$ cat src/rtl/sc_ormask_splitter.sv
// Splits a mask word into its one-hot components. They are emitted lowest bit first
// over a valid/ready handshake. All outputs are registered.
module sc_ormask_splitter #(
    parameter int NUMBER_DATAWIDTH  = 8,
    parameter int NUMBER_INDEXWIDTH = $clog2(NUMBER_DATAWIDTH)
) (
    input  logic                         SC_ORSPLIT_CLOCK_50,
    input  logic                         SC_ORSPLIT_RESET_InHigh,
    input  logic                         SC_ORSPLIT_load_In,
    input  logic [NUMBER_DATAWIDTH-1:0]  SC_ORSPLIT_data_In,
    input  logic                         SC_ORSPLIT_ready_In,
    output logic [NUMBER_DATAWIDTH-1:0]  SC_ORSPLIT_onehot_Out,
    output logic [NUMBER_INDEXWIDTH-1:0] SC_ORSPLIT_index_Out,
    output logic                         SC_ORSPLIT_valid_Out,
    output logic                         SC_ORSPLIT_last_Out,
    output logic                         SC_ORSPLIT_busy_Out,
    output logic                         SC_ORSPLIT_done_Out
);
    localparam logic [1:0] ST_IDLE = 2'd0;
    localparam logic [1:0] ST_EMIT = 2'd1;
    localparam logic [1:0] ST_DONE = 2'd2;
    localparam logic [NUMBER_DATAWIDTH-1:0] LP_ONE = NUMBER_DATAWIDTH'(1);

    logic [1:0]                   r_state, w_state_n;
    logic [NUMBER_DATAWIDTH-1:0]  r_mask, w_mask_n, w_low_n, r_onehot;
    logic [NUMBER_INDEXWIDTH-1:0] w_idx_n, r_index;
    logic                         r_last, r_valid, r_busy, r_done;
    logic                         w_hs, w_last_n, w_emit_n;

    always_comb begin
        w_state_n = r_state;
        w_mask_n  = r_mask;
        w_hs      = r_valid & SC_ORSPLIT_ready_In;
        case (r_state)
            ST_IDLE: if (SC_ORSPLIT_load_In) begin
                w_mask_n  = SC_ORSPLIT_data_In;
                w_state_n = (SC_ORSPLIT_data_In != '0) ? ST_EMIT : ST_DONE;
            end
            ST_EMIT: if (w_hs) begin
                w_mask_n = r_mask & ~r_onehot;
                if (r_last) w_state_n = ST_DONE;
            end
            ST_DONE: w_state_n = ST_IDLE;
            default: w_state_n = ST_IDLE;
        endcase

        // The output registers are loaded from the next mask. A stall re-registers the same component.
        w_low_n  = w_mask_n & (~w_mask_n + LP_ONE);
        w_last_n = (w_mask_n != '0) && ((w_mask_n & (w_mask_n - LP_ONE)) == '0);
        w_idx_n  = '0;
        for (int i = NUMBER_DATAWIDTH - 1; i >= 0; i--)
            if (w_mask_n[i]) w_idx_n = NUMBER_INDEXWIDTH'(i);
        w_emit_n = (w_state_n == ST_EMIT);
    end

    always_ff @(posedge SC_ORSPLIT_CLOCK_50 or posedge SC_ORSPLIT_RESET_InHigh) begin
        if (SC_ORSPLIT_RESET_InHigh) begin
            r_state  <= ST_IDLE;
            r_mask   <= '0;
            r_onehot <= '0;
            r_index  <= '0;
            r_last   <= 1'b0;
            r_valid  <= 1'b0;
            r_busy   <= 1'b0;
            r_done   <= 1'b0;
        end else begin
            r_state  <= w_state_n;
            r_mask   <= w_mask_n;
            r_onehot <= w_emit_n ? w_low_n : '0;
            r_index  <= w_emit_n ? w_idx_n : '0;
            r_last   <= w_emit_n & w_last_n;
            r_valid  <= w_emit_n;
            r_busy   <= (w_state_n != ST_IDLE);
            r_done   <= (w_state_n == ST_DONE);
        end
    end

    assign SC_ORSPLIT_onehot_Out = r_onehot;
    assign SC_ORSPLIT_index_Out  = r_index;
    assign SC_ORSPLIT_valid_Out  = r_valid;
    assign SC_ORSPLIT_last_Out   = r_last;
    assign SC_ORSPLIT_busy_Out   = r_busy;
    assign SC_ORSPLIT_done_Out   = r_done;
endmodule

$ cat config.mk
export PLATFORM = sky130hd
export DESIGN_NAME = sc_ormask_splitter
export DESIGN_NICKNAME = d
export VERILOG_FILES = /design/src/rtl/sc_ormask_splitter.sv
export SDC_FILE = /design/constraint.sdc
export NUM_CORES = 1
export LEC_CHECK = 0
export CAP_MARGIN = 30
export CELL_PAD_IN_SITES_DETAIL_PLACEMENT = 1
export CELL_PAD_IN_SITES_GLOBAL_PLACEMENT = 2
export CORE_ASPECT_RATIO = 1.5
export CORE_UTILIZATION = 34
export DETAILED_ROUTE_END_ITERATION = 7
export PLACE_DENSITY = 0.94
export SYNTH_ARGS = -nofsm -noshare
export SYNTH_HDL_FRONTEND = slang
export SYNTH_SLANG_ARGS = --single-unit
$ cat constraint.sdc
create_clock -name SC_ORSPLIT_CLOCK_50 -period 3.7 [get_ports SC_ORSPLIT_CLOCK_50]
set_input_delay 0.555 -clock SC_ORSPLIT_CLOCK_50 [delete_from_list [all_inputs] [get_ports SC_ORSPLIT_CLOCK_50]]
set_output_delay 0.555 -clock SC_ORSPLIT_CLOCK_50 [all_outputs]
set_load 0.05 [all_outputs]
-- Yosys cells after proc, flatten, opt, wreduce, memory -nomap -nowiden
Cells that the tools add are included.
- output and inout port bits: 15
- bits of input ports: 12
- word-level logic and storage cells: 44
- register bits: 25
- multiplexer cells: 18
- eq/ne operators: 3
- reduce and logical (&&, ||, !) cells: 6
- bitwise logic cells: 7
- $add $sub $neg: 2
- operator list (operator ; count):
    two-way mux 3 bit ; 9
    AND 8 bit ; 3
    two-way mux 8 bit ; 3
    NOT 8 bit ; 2
    one-hot mux 8 bit (2 select lines) ; 1
    nonzero test 8 bit ; 2
    adder 8 x 1 -> 8 bit, second input constant ; 1
    zero test 8 bit ; 1
    two-way mux 2 bit ; 4
    subtractor 8 x 1 -> 8 bit, second input constant ; 1
    equality test 2 x 1 -> 1 bit, second input constant ; 2
    one-hot mux 2 bit (2 select lines) ; 1
    AND 1 bit ; 2
    equality test 2 bit, second input constant ; 1
    zero test 2 bit ; 1
    nonzero test 2 bit ; 1
    logical AND 1 bit ; 1

-- Depth between registers and ports, before layout
Gate-level depths: netlist of the first run.
- depth in word-level cells: 13
- depth in mapped cells: 9
- gate-level depth less buffers: 7

-- Worst setup path before layout of the first run
Ideal clock, no wire load.
- path type: reg2reg
- start: reg r_valid, in the netlist SC_ORSPLIT_valid_Out
- end: reg r_onehot[6], in the netlist SC_ORSPLIT_onehot_Out[6]
- buffers on the path: 1
- setup slack: 1165 ps
- library setup time: 81 ps
- stages on the path, launching flop included: 9
- arrival time: 2455 ps
- period minus slack after synthesis: 2535 ps
- required time: 3619 ps
- cells stage by stage: dfrtp_1 > and4b_1 > clkbuf_2 > nand2_1 > a31oi_4 > inv_2 > or4b_4 > or3_4 > nor3_2
- cells in the longest elaborated chain, start to end: 7
- elaborated cells on any way between the ends: 10
- classes of those cells: 1 x add/sub; 1 x eq/ne; 5 x mux; 3 x bitwise
- ends and longest elaborated chain (what ; line ; RTL):
    start: declaration ; 27 ; logic r_last, r_valid, r_busy, r_done;
    start signal: assignment ; 72 ; r_valid <= w_emit_n;
    AND 1 bit ; 33 ; w_hs = r_valid & SC_ORSPLIT_ready_In;
    two-way mux 8 bit ; 39 ; ST_EMIT: if (w_hs) begin
    one-hot mux 8 bit (2 select lines) ; 34 ; case (r_state)
    net w_mask_n[2] ; 25 ; logic [NUMBER_DATAWIDTH-1:0] r_mask, w_mask_n, w_low_n, r_onehot;
    NOT 8 bit ; 48 ; w_low_n = w_mask_n & (~w_mask_n + LP_ONE);
    adder 8 x 1 -> 8 bit ; 48 ;
    AND 8 bit ; 48 ;
    two-way mux 8 bit ; 69 ; r_onehot <= w_emit_n ? w_low_n : '0;
    end signal: assignment ; 69 ;
    end: declaration ; 25 ;
The timed path passes the listed nets, and every way through them passes these cells.

-- Worst setup path after layout of the first run
- start: in SC_ORSPLIT_load_In
- end: reg r_onehot[6], in the netlist SC_ORSPLIT_onehot_Out[6]
- cells in the longest elaborated chain, start to end: 6
- elaborated cells on any way between the ends: 9
- classes of those cells: 1 x add/sub; 1 x eq/ne; 5 x mux; 2 x bitwise
- ends and longest elaborated chain (what ; line ; RTL):
    start: declaration ; 9 ; input logic SC_ORSPLIT_load_In,
    two-way mux 8 bit ; 35 ; ST_IDLE: if (SC_ORSPLIT_load_In) begin
    one-hot mux 8 bit (2 select lines) ; 34 ;
    NOT 8 bit ; 48 ;
    adder 8 x 1 -> 8 bit ; 48 ;
    AND 8 bit ; 48 ;
    two-way mux 8 bit (*) ; 69 ;
Mark *: on every way between the ends. The rest lies on a longest branch, timed or not.

==> results of run 1 <==
-- through the flow --
stage	instance area, sq um	setup WS [ns]	util [%]	cells	total power, uW
floorplan	1320	1.16	-	129	1000
detailed placement	1660	0.426	45.0	197	1260
CTS	1700	0.719	46.2	201	1430
global placement	1630	0.514	44.2	196	1230
finish	1700	0.705	46.2	201	1420
global route	1700	0.616	46.2	201	1510
-- cell families (layout without fill, tap and decap cells) --
group / after synthesis / count (layout) / synth area share (%)
AOI/OAI and AO/OA: 34 / 34 / 22.2
buffers and inverters: 20 / 49 / 6.62
DFF: 25 / 25 / 47.3
muxes: 5 / 5 / 4.06
and+or+nand+nor: 45 / 45 / 19.9
-- synthesized netlist by cell type (2+ instances only) --
master | count | area (sq um)
inv_2 | 3 | 11.3
nor4b_1 | 2 | 17.5
nor2_1 | 19 | 71.3
o32ai_1 | 2 | 17.5
a221o_1 | 2 | 20.0
dfrtp_1 | 25 | 626
o31a_1 | 2 | 17.5
mux2i_1 | 2 | 20.0
nand3_1 | 3 | 15.0
o21ai_0 | 2 | 10.0
a311o_1 | 2 | 20.0
a211o_1 | 2 | 17.5
o211ai_1 | 2 | 15.0
o221ai_1 | 2 | 17.5
mux2_2 | 3 | 33.8
inv_1 | 12 | 45.0
nor3_1 | 2 | 10.0
a21oi_1 | 8 | 40.0
nand2_1 | 5 | 18.8
-- sequential cells by signal, indices dropped and copies added (netlist names) --
register,count
SC_ORSPLIT_onehot_Out,8
r_mask,8
SC_ORSPLIT_index_Out,3
r_state,2
SC_ORSPLIT_busy_Out,1
SC_ORSPLIT_done_Out,1
SC_ORSPLIT_last_Out,1
SC_ORSPLIT_valid_Out,1
-- final cells by class --
| cell class | instances | area share [%] |
|---|---|---|
| Sequential cell | 25 | 36.8 |
| Clock buffer | 4 | 2.65 |
| Inverter | 15 | 3.31 |
| Multi-Input combinational cell | 84 | 35.9 |
| Tap cell | 43 | 3.16 |
| Timing Repair Buffer | 30 | 18.2 |
-- how the worst max path moves through the flow --
stage,to,startpoint
floorplan,SC_ORSPLIT_onehot_Out[6],SC_ORSPLIT_valid_Out
global placement,SC_ORSPLIT_onehot_Out[6],SC_ORSPLIT_load_In
detailed placement,SC_ORSPLIT_onehot_Out[6],SC_ORSPLIT_load_In
CTS,SC_ORSPLIT_onehot_Out[6],SC_ORSPLIT_load_In
global route,SC_ORSPLIT_onehot_Out[6],SC_ORSPLIT_load_In
finish,SC_ORSPLIT_onehot_Out[6],SC_ORSPLIT_load_In
-- worst max-delay path: cells and delay by family --
kind / cells / cell delay (ns)
multiplexers: 1 / 0.26
AO/OA/AOI/OAI: 1 / 0.18
AND/OR/NAND/NOR: 4 / 1.58
buffers and inverters: 1 / 0.63
-- power breakdown --
| part | internal [uW] | switching, uW | leakage [uW] |
|---|---|---|---|
| Clock | 77.2 | 87.4 | 0.0000228 |
| Combinational | 305 | 513 | 0.000406 |
| Sequential | 367 | 76.0 | 0.000315 |
-- routing by layer --
metal  up-vias  track usage [%]  part of all wire, %
met4         0             7.89                  2.1
met1       565             25.5                   41
met3         7             2.52                  3.4
li1        529                -                    -
met2        27             34.3                   54
met5         -                0                    0
==> impl_metrics.env, run 1 <==
export IMPL_ys_seq_area_share_pct=47.3
export IMPL_status="complete, no violations"
export IMPL_pwr_density_cell_mw_per_mm2=837
export IMPL_multi_input_area_sq_um=611
export IMPL_area_growth_syn_to_layout_pct=28.5
export IMPL_firstDrtPassIters=4
export IMPL_die_w_microns=52.9
export IMPL_rr_endpoint="SC_ORSPLIT_onehot_Out[6]"
export IMPL_cts_buffers=3
export IMPL_grt_pass1_vias=1222
export IMPL_hold_buffers=0
export IMPL_n_fill_cell=423
export IMPL_critPathArrivalTime_ns=3.20
export IMPL_wl_per_cell_microns=18.5
export IMPL_reg2reg_slack_ns=1.03
export IMPL_finalHoldViolations=0
export IMPL_rr_worst_depth=6
export IMPL_worst_slew_pin_slew_ns=0.516
export IMPL_drt_wl_total_microns=3710
export IMPL_core_rowCount=27
export IMPL_cp_cell_sequence="clkdlybuf4s50_1, or3b_4, mux2_2, o211ai_1, or4b_4, or3_4, nor3_2"
export IMPL_vias_per_cell=5.61
export IMPL_drt_iter0_drc=29
export IMPL_regArea_sq_um=626
export IMPL_path_class="in -> reg"
export IMPL_cts_setup_buffers=0
export IMPL_slew_viol_final=0
export IMPL_whs_ns=0.542
export IMPL_core_area_sq_mm=0.00368
export IMPL_synth_edf_count=0
export IMPL_worstSetupEndpointType="flip-flop"
export IMPL_layout_common_cells="clkdlybuf4s50_1 (26), dfrtp_1 (25), nor2_1 (19), inv_1 (12), a21oi_1 (8)"
export IMPL_die_y_microns=78.4
export IMPL_place_gp_congestion=0.882
export IMPL_portBuffers=26
export IMPL_overflow=0
export IMPL_postSynthCellCount=129
export IMPL_start_util_pct=35.9
export IMPL_diodes=0
export IMPL_num_vias=1128
export IMPL_post_route_drc_count=0
export IMPL_p_leak_uw=0.000743
export IMPL_fin_crit_sh_pct=80.9
export IMPL_num_io_pins=27
export IMPL_cts_resized=0
export IMPL_layout_min_cycle_time_ns=2.99
export IMPL_max_stage_delay_ns=0.63
export IMPL_antenna_found_initial=0
export IMPL_dp_final_hpwl_microns=2900
export IMPL_drive_gt1_share_pct=13.3
export IMPL_reg2reg_from="r_state[1]"
export IMPL_cts_max_level=1
export IMPL_grt_first_pass_wirelength_microns=6170
export IMPL_clk_pin_slew_ns=0.08
export IMPL_tns_ns=0
export IMPL_synth_warnings=0
export IMPL_maxCapViolations=0
export IMPL_ant_nets=0
export IMPL_fmax_ghz=0.334
export IMPL_final_common_cell="clkdlybuf4s50_1"
export IMPL_rsz0062_at_grt="false"
export IMPL_cts_tree="done"
export IMPL_slew_limit_headroom_pct=65.5
export IMPL_syn_num_nets=141
export IMPL_cp_slowest_cell="clkdlybuf4s50_1"
export IMPL_synthArstFlopShare_pct=100
export IMPL_synth_main_ff_cell="dfrtp_1"
export IMPL_ir_worst_vdd_mv=0.361
export IMPL_cp_start_kind="input port"
export IMPL_cp_max_fo=11
export IMPL_postSynthAreaPerCell_sq_um=10.3
export IMPL_cts_buffer_depth=2
export IMPL_root_buffer="clkbuf_8"
export IMPL_clock_sinks=25
export IMPL_setup_viol=0
export IMPL_synth_cell_types=48
export IMPL_synth_seq_cells=25
export IMPL_hp_class="in -> async"
export IMPL_final_setup_skew_ns=0.00115
export IMPL_nets=171
export IMPL_syn_area_sq_mm=0.00132
export IMPL_clk_latency_ns=0.27
export IMPL_dieArea_sq_mm=0.00415
export IMPL_grt_use_total_pct=20.3
export IMPL_grt_max_degree=20
export IMPL_required_ns=3.90
No activity file was read; power rests on OpenSTA's default activity.
==> inputs of run 2 (changes only) <==
CORE_UTILIZATION = 31   (was 34)
PLACE_DENSITY = 0.88   (was 0.94)
clock period = 2.9 ns   (was 3.7 ns; I/O delays follow)
==> impl_metrics.env, run 2 (synthesis results as in run 1) <==
export IMPL_drive_gt1_share_pct=18.5
export IMPL_placed_area_sq_mm=0.00171
export IMPL_cts_buffers=3
export IMPL_cp_max_fo=6
export IMPL_vias_per_cell=5.36
export IMPL_cp_cell_sequence="clkdlybuf4s50_1, nor3b_1, buf_4, mux2_2, a222oi_1, buf_4, nor3_1, o2bb2ai_1, o211a_1"
export IMPL_layout_common_cells="clkdlybuf4s50_1 (26), dfrtp_1 (25), nor2_1 (19), buf_4 (13), inv_1 (12)"
export IMPL_cts_tree="done"
export IMPL_fin_crit_sh_pct=92.8
export IMPL_num_io_pins=27
export IMPL_maxCapViolations=0
export IMPL_rr_worst_depth=6
export IMPL_dp_final_hpwl_microns=2980
export IMPL_num_vias=1141
export IMPL_drt_wl_total_microns=3740
export IMPL_core_rowCount=28
export IMPL_finalHoldViolations=0
export IMPL_cts_setup_buffers=0
export IMPL_rsz0062_at_grt="false"
export IMPL_critPathArrivalTime_ns=2.87
export IMPL_hp_class="in -> async"
export IMPL_worst_slew_pin_slew_ns=0.504
export IMPL_grt_first_pass_wirelength_microns=6070
export IMPL_total_power_uw=1880
export IMPL_worstSetupEndpointType="flip-flop"
export IMPL_required_ns=3.07
export IMPL_nets=181
export IMPL_rr_endpoint="SC_ORSPLIT_onehot_Out[6]"
export IMPL_post_route_drc_count=0
export IMPL_slew_viol_final=0
export IMPL_cts_max_level=1
export IMPL_stdcell_area_sq_mm=0.00178
export IMPL_antenna_found_initial=0
export IMPL_tns_ns=0
export IMPL_reg2reg_from="r_state[1]"
export IMPL_status="complete, no violations"
export IMPL_clk_pin_slew_ns=0.09
export IMPL_ir_worst_vdd_mv=0.459
export IMPL_cts_resized=0
export IMPL_grt_pass1_vias=1243
export IMPL_portBuffers=26
export IMPL_start_util_pct=32.9
export IMPL_hold_buffers=0
export IMPL_cts_buffer_depth=2
export IMPL_core_area_sq_mm=0.00403
export IMPL_final_common_cell="clkdlybuf4s50_1"
export IMPL_area_growth_syn_to_layout_pct=34.4
export IMPL_grt_use_total_pct=17.9
export IMPL_wl_per_cell_microns=17.5
export IMPL_cp_slowest_cell="clkdlybuf4s50_1"
export IMPL_path_class="in -> reg"
export IMPL_root_buffer="clkbuf_8"
export IMPL_diodes=0
export IMPL_whs_ns=0.515
export IMPL_die_y_microns=82.0
export IMPL_grt_max_degree=26
export IMPL_max_stage_delay_ns=0.56
export IMPL_place_gp_congestion=0.844
export IMPL_firstDrtPassIters=4
export IMPL_reg2reg_slack_ns=0.32
export IMPL_worstSetupStartpoint="SC_ORSPLIT_load_In"
export IMPL_final_setup_skew_ns=0.00401
export IMPL_clk_latency_ns=0.28
export IMPL_cp_start_kind="input port"
export IMPL_cp_common_cell="buf_4"
export IMPL_slew_limit_headroom_pct=66.3
export IMPL_die_w_microns=55.4
export IMPL_drt_iter0_drc=27
export IMPL_overflow=0
export IMPL_clock_sinks=25
export IMPL_setup_viol=0
export IMPL_fmax_ghz=0.372
export IMPL_layout_min_cycle_time_ns=2.69
export IMPL_dieArea_sq_mm=0.00454
export IMPL_pwr_density_cell_mw_per_mm2=1060
export IMPL_p_leak_uw=0.000790
export IMPL_ant_nets=0
run 2: cell types whose count changed in the layout (fill, tap and decap cells not counted), sizes merged:
cell,change
buf,+10
run 2: area by class of cell:
cell class	instances	area [sq um]
Sequential cell	25	626
Fill cell	452	2250
Multi-Input combinational cell	84	611
Tap cell	45	56.3
Clock buffer	4	45.0
Timing Repair Buffer	40	385
Inverter	15	56.3
run 2: worst max path at each step:
| stage | slack [ns] | cells after the start | end |
|---|---|---|---|
| after detailed placement | -0.06 | 9 | SC_ORSPLIT_last_Out |
| after CTS | 0.22 | 9 | SC_ORSPLIT_last_Out |
| after global placement | -0.03 | 9 | SC_ORSPLIT_last_Out |
| after global routing | 0.07 | 9 | SC_ORSPLIT_last_Out |
| final | 0.21 | 9 | SC_ORSPLIT_last_Out |
| after floorplan | 0.36 | 8 | SC_ORSPLIT_onehot_Out[6] |
run 2: metal layers:
layer  GRT usage, %  share of wire (%)  vias up
li1               -                  -      545
met1           19.4                 39      561
met2           33.0                 54       26
met3           3.62                3.9        9
met4           9.50                3.0        0
met5              0                  0        -
run 2: metrics by stage:
stage | instances | utilization (%) | worst slack [ns]
2_1_floorplan | 129 | - | 0.365
3_3_place_gp | 208 | 42.4 | -0.0345
3_5_place_dp | 208 | 42.4 | -0.0650
4_1_cts | 212 | 43.5 | 0.223
5_1_grt | 213 | 44.2 | 0.0659
6_report | 213 | 44.2 | 0.210
run 2: power breakdown:
part           switching, uW  internal (uW)  leakage, uW
Sequential              98.0            467     0.000315
Clock                    114           98.6    0.0000228
Combinational            654            451     0.000452
Total                    865           1020     0.000790
run 2: critical path, delay by kind of cell:
family | cells | cell delay, ns
buffers and inverters | 3 | 0.97
AO/OA/AOI/OAI | 3 | 0.66
AND/OR/NAND/NOR | 2 | 0.49
multiplexers | 1 | 0.32
==> RTL edit 1, RTL diff (config.mk and constraints of run 2) <==
Make the reset (`SC_ORSPLIT_RESET_InHigh`) synchronous in one clocked block.
--- a/src/rtl/sc_ormask_splitter.sv
+++ b/src/rtl/sc_ormask_splitter.sv
@@ -53,7 +53,7 @@
         w_emit_n = (w_state_n == ST_EMIT);
     end
 
-    always_ff @(posedge SC_ORSPLIT_CLOCK_50 or posedge SC_ORSPLIT_RESET_InHigh) begin
+    always_ff @(posedge SC_ORSPLIT_CLOCK_50) begin
         if (SC_ORSPLIT_RESET_InHigh) begin
             r_state  <= ST_IDLE;
             r_mask   <= '0;
Formal check against the unedited RTL: differs if SC_ORSPLIT_RESET_InHigh is asserted again (counterexample within 4 cycles, from zero or initial values and one cycle with SC_ORSPLIT_RESET_InHigh high); with SC_ORSPLIT_RESET_InHigh held inactive, the same outputs for 10 cycles.
==> RTL edit 1 against run 2 <==
  * Routed wire length fell by 20%
  * Sequential share of layout area fell by 1.6 points
  * Sequential cell count did not move
  * Final area fell by 16%
  * Worst setup slack improved by 260 ps
  * Final cell count fell by 7.0%
  * Synthesized area fell by 13%
Power is not compared: it rests on default switching activity, and its combinational part moved more than twofold at a synthesized area within 25%.
==> RTL edit 1: results (changes against run 2) <==
- Max clock buf depth: 2 (unchanged)
- Clkbuf count: 3 (was 4)
- Share of cells above drive strength 1: 12.8% (was 18.5%)
- Total grt overflow: 0 (unchanged)
- Top sig layer: met4 (unchanged)
- Worst slew pin tran: 534 ps (was 504 ps)
- Largest net degree at the start of global routing: 15 (was 26)
- Buffering overhead: 18.9% (was 21.7%)
- Storage element area: 500 um^2 (was 626 um^2)
- H-tree depth: 1 (unchanged)
- Vias in the first global route: 1109 (was 1243)
- Post-DR wirelength/cell: 15.1 um (was 17.5 um)
- Met3 Usage GRT: 1.98% (was 3.62%)
- Clock Pin Slew Worst Setup and Hold Paths: 90 ps (about the same)
- CP Max Fanout: 13 (was 6)
- Run status: complete, no violations (unchanged)
- Register area share after synthesis: 43.4% (was 47.3%)
- Global-route wire length before repair: 5.06 mm (was 6.07 mm)
- Buffers, non-clock: 29 (was 40)
- Skew final: 2.83 ps (was 4.01 ps)
- Global Route met2 Usage: 28.7% (was 33.0%)
- WL met3: 75 um (was 147 um)
- Post-synthesis cell type count: 34 (was 48)
- Leak pwr: 0.555 nW
- Total track usage: 16.8% (was 17.9%)
- Dpl hpwl: 2.31 mm (was 2.98 mm)
- Synth area leaders: dfxtp_1 43%, nor2_1 7.2%, nor4b_1 4.6%, a221oi_2 3.9%, o21ai_0 3.0% (was dfrtp_1 47%, nor2_1 5.4%, inv_1 3.4%, a21oi_1 3.0%, mux2_2 2.6%)
- Synth Area in Compound Gates: 20.5% (was 22.2%)
- Post-synthesis mux area share: 2.71% (was 4.06%)
- Post-synth ARST share: 0% (was 100%)
- Gpl congestion: 0.812 (was 0.844)
- M1 GR Usage: 19.9% (was 19.4%)
- Clock network area share: 3.10% (was 2.53%)
- DR iter-0 viols: 17 (was 27)
- Mapped Nets: 140 (was 141)
- Design Power: 0.782 mW
- Synth cell count leaders: 25 x dfxtp_1, 22 x nor2_1, 9 x inv_1 (was 25 x dfrtp_1, 19 x nor2_1, 12 x inv_1)
- Non-CTS inverters: 9 (was 15)
- Seq pwr share: 47.8%
- N_diodes: 0 (unchanged)
- Power Clock: 0.206 mW
- M1 WL: 1.29 mm (was 1.45 mm)
- Multi-input combinational area share: 38.6% (was 34.3%)
- TritonRoute pass-1 iters: 4 (unchanged)
- Final nets: 169 (was 181)
- Fill cells: 418 (was 452)
- Worst-Skew Late Latency: 270 ps
- Worst min path class: reg2reg (was in2async)
- Post-CTS setup buffer count: 0 (unchanged)
- Comb_multi_in: 89 (was 84)
- Post-synthesis xor/xnor area fraction: 0.760% (was 0%)
- Seq cells post-synth: 25 (unchanged)
- WL met2: 1.56 mm (was 2.03 mm)
- Maximum vdd drop: 0.407 mV
- Critical Path AT: 2620 ps (was 2870 ps)
- Vias/cell: 5.27 (was 5.36)
-- RTL edit 1: worst max-delay path, stage by stage --
cell             delay [ps]
clkdlybuf4s50_1         580
or3b_4                  510
a221oi_2                480
xnor2_1                 120
nor3_1                  150
o21ai_1                  90
a221oi_2                250
-- RTL edit 1: final timing paths --
| check | slack [ps] | cells after the start | endpoint | startpoint |
|---|---|---|---|---|
| worst min register to register | 560 | 2 | r_state[1] | SC_ORSPLIT_valid_Out |
| worst max-delay path | 470 | 7 | SC_ORSPLIT_last_Out | SC_ORSPLIT_load_In |
| worst max register to register | 740 | 6 | SC_ORSPLIT_last_Out | r_state[0] |
| worst min-delay path | 560 | 2 | r_state[1] | SC_ORSPLIT_valid_Out |
-- RTL edit 1: metrics by stage --
stage,setup WS (ps),area [um^2],hold WS [ps],instances
2_1_floorplan,801,1150,565,128
3_3_place_gp,256,1450,540,194
5_1_grt,276,1490,604,198
3_5_place_dp,176,1450,552,194
6_report,473,1490,565,198
4_1_cts,442,1490,566,198
==> RTL edit 2, RTL diff (settings of run 2) <==
Made on the original files. `NUMBER_DATAWIDTH`: 8 -> 4.
--- a/src/rtl/sc_ormask_splitter.sv
+++ b/src/rtl/sc_ormask_splitter.sv
@@ -1,7 +1,7 @@
 // Splits a mask word into its one-hot components. They are emitted lowest bit first
 // over a valid/ready handshake. All outputs are registered.
 module sc_ormask_splitter #(
-    parameter int NUMBER_DATAWIDTH  = 8,
+    parameter int NUMBER_DATAWIDTH  = 4,
     parameter int NUMBER_INDEXWIDTH = $clog2(NUMBER_DATAWIDTH)
 ) (
     input  logic                         SC_ORSPLIT_CLOCK_50,
Interface: changed (resized SC_ORSPLIT_data_In, SC_ORSPLIT_index_Out and SC_ORSPLIT_onehot_Out); port bits go from 27 to 18. No check against the original RTL was run, so the function may have changed too.
==> RTL edit 2 against run 2 <==
  * Clock power decreased by 32%
  * Global-route usage decreased by 4.6 points
  * Synthesized area is 43% lower
  * Die area down 42%
  * Worst setup slack gained 620 ps
  * Total power fell by 40%
  * Final area fell by 46%
  * Routed wire length shrank 59%
  * Sequential cell count is 9 lower
  * Critical endpoint unchanged
  * Largest cell class unchanged
==> RTL edit 2: results (changes against run 2) <==
- Run status: complete, no violations (unchanged)
- Total track usage: 13.3% (was 17.9%)
- Top sig layer: met4 (unchanged)
- Mapped Nets: 72 (was 141)
- Post-synth ARST share: 100% (unchanged)
- Root buffer cell: clkbuf_4 (was clkbuf_8)
- Leak pwr: 0.422 nW (was 0.790 nW)
- Post-DR wirelength/cell: 14.5 um (was 17.5 um)
- Clock Pin Slew Worst Setup and Hold Paths: 90 ps (about the same)
- Synth Warn #: 0 (unchanged)
- Max clock buf depth: 2 (unchanged)
- M1 WL: 591 um (was 1.45 mm)
- Dpl cell area: 931 um^2 (was 1710 um^2)
- Share of cells above drive strength 1: 14.5% (was 18.5%)
- Post-synthesis cell type count: 27 (was 48)
- Skew final: 5.78 ps (was 4.01 ps)
- Fill cells: 256 (was 452)
- Final nets: 92 (was 181)
- PortBufs: 17 (was 26)
- DR iter-0 viols: 3 (was 27)
- Via count: 525 (was 1141)
- Worst-Skew Late Latency: 280 ps (about the same)
- Dpl hpwl: 1.25 mm (was 2.98 mm)
- Initial antenna violation count: 0 (unchanged)
- Maximum vdd drop: 0.389 mV (was 0.459 mV)
- Synth area leaders: dfrtp_1 54%, a221oi_4 7.0%, nor4b_1 4.7%, inv_1 3.5%, nand2b_1 3.3% (was dfrtp_1 47%, nor2_1 5.4%, inv_1 3.4%, a21oi_1 3.0%, mux2_2 2.6%)
- Max frequency: 482 MHz (was 372 MHz)
- Worst min path class: in2async (unchanged)
- H-tree depth: 1 (unchanged)
- WL met2: 890 um (was 2.03 mm)
- Post-CTS setup buffer count: 0 (unchanged)
- Largest net degree at the start of global routing: 17 (was 26)
- EDFF count, synth: 0 (unchanged)
- Yosys top cell area share: 53.5% (was 47.3%)
- Sw Ratio: 45.3% (was 46.0%)
- Critical Path AT: 2250 ps (was 2870 ps)
- Synth cell count leaders: 16 x dfrtp_1, 7 x inv_1 (was 25 x dfrtp_1, 19 x nor2_1, 12 x inv_1)
- R2R Setup Slk: 1000 ps (was 320 ps)
- Register area share after synthesis: 53.5% (was 47.3%)
- Num CTS Buffers: 3 (unchanged)
- Vias in the first global route: 595 (was 1243)
- Gpl congestion: 0.774 (was 0.844)
- Post-cts sizing count: 0 (unchanged)
- N_diodes: 0 (unchanged)
- TritonRoute pass-1 iters: 2 (was 4)
- Global-route wire length before repair: 2.63 mm (was 6.07 mm)
- CP Max Fanout: 6 (unchanged)
- Worst slew pin tran: 579 ps (was 504 ps)
- WL met3: 29 um (was 147 um)
- Minimum hold slack: 498 ps (was 515 ps)
==> RTL edit 2: changes by cell type after synthesis, sizes merged, moves of 3 or more <==
| cell | change |
|---|---|
| nand2b | +3 |
| mux2 | -3 |
| a21oi | -4 |
| inv | -8 |
| dfrtp | -9 |
| nor2 | -16 |
==> RTL edit 2: logic make-up after synthesis <==
| kind of cell | after synthesis | share of synthesized area, % |
|---|---|---|
| xor+xnor | 1 | 1.17 |
| flops | 16 | 53.5 |
| compound gates | 10 | 15.9 |
| buf+inv | 11 | 7.36 |
| simple gates | 26 | 22.1 |
==> RTL edit 2: final timing paths <==
check,startpoint,to,cells past startpoint
worst max-delay path,SC_ORSPLIT_load_In,SC_ORSPLIT_last_Out,7
worst min-delay path,SC_ORSPLIT_RESET_InHigh,SC_ORSPLIT_onehot_Out[0],2
worst max register to register,r_state[1],SC_ORSPLIT_last_Out,6
worst min register to register,SC_ORSPLIT_onehot_Out[0],r_mask[0],1
max in group asynchronous,SC_ORSPLIT_RESET_InHigh,SC_ORSPLIT_done_Out,2
min in group SC_ORSPLIT_CLOCK_50,SC_ORSPLIT_onehot_Out[0],r_mask[0],1
==> RTL edit 2: cell type report <==
class | count | share of cell area, %
clock buffers | 4 | 3.75
inverters | 9 | 4.01
multi-input cells | 37 | 30.3
flip-flops and latches | 16 | 41.4
well taps | 23 | 2.98
repair buffers | 17 | 17.6
==> RTL edit 2: power by group through the flow <==
stage | logic, mW | clock network [mW] | registers (mW)
after floorplan | 0.312 | 0 | 0.509
after global placement | 0.615 | 0 | 0.364
after detailed placement | 0.628 | 0 | 0.367
after CTS | 0.631 | 0.148 | 0.362
after global routing | 0.666 | 0.159 | 0.372
final | 0.623 | 0.144 | 0.360
==> RTL edit 2: routing by layer <==
layer  vias up  track usage [%]
met4         0             7.03
met5         -                0
met1       256             13.9
met2        11             25.2
met3         2             1.16
li1        256                -
==> RTL edit 2: critical path: stages <==
cell	delay, ps
clkdlybuf4s50_1	520
or3b_4	450
a221o_4	410
clkinv_4	60
or2_2	140
a21oi_1	50
o21a_1	180
==> RTL edit 2: through the flow <==
| stage | power [mW] | utilization (%) | instances | setup WS [ps] |
|---|---|---|---|---|
| 3_3_place_gp | 0.979 | 41.2 | 102 | 561 |
| 6_report | 1.13 | 42.8 | 106 | 825 |
| 3_5_place_dp | 0.996 | 41.2 | 102 | 546 |
| 4_1_cts | 1.14 | 42.8 | 106 | 842 |
| 5_1_grt | 1.20 | 42.8 | 106 | 764 |
| 2_1_floorplan | 0.821 | - | 64 | 984 |
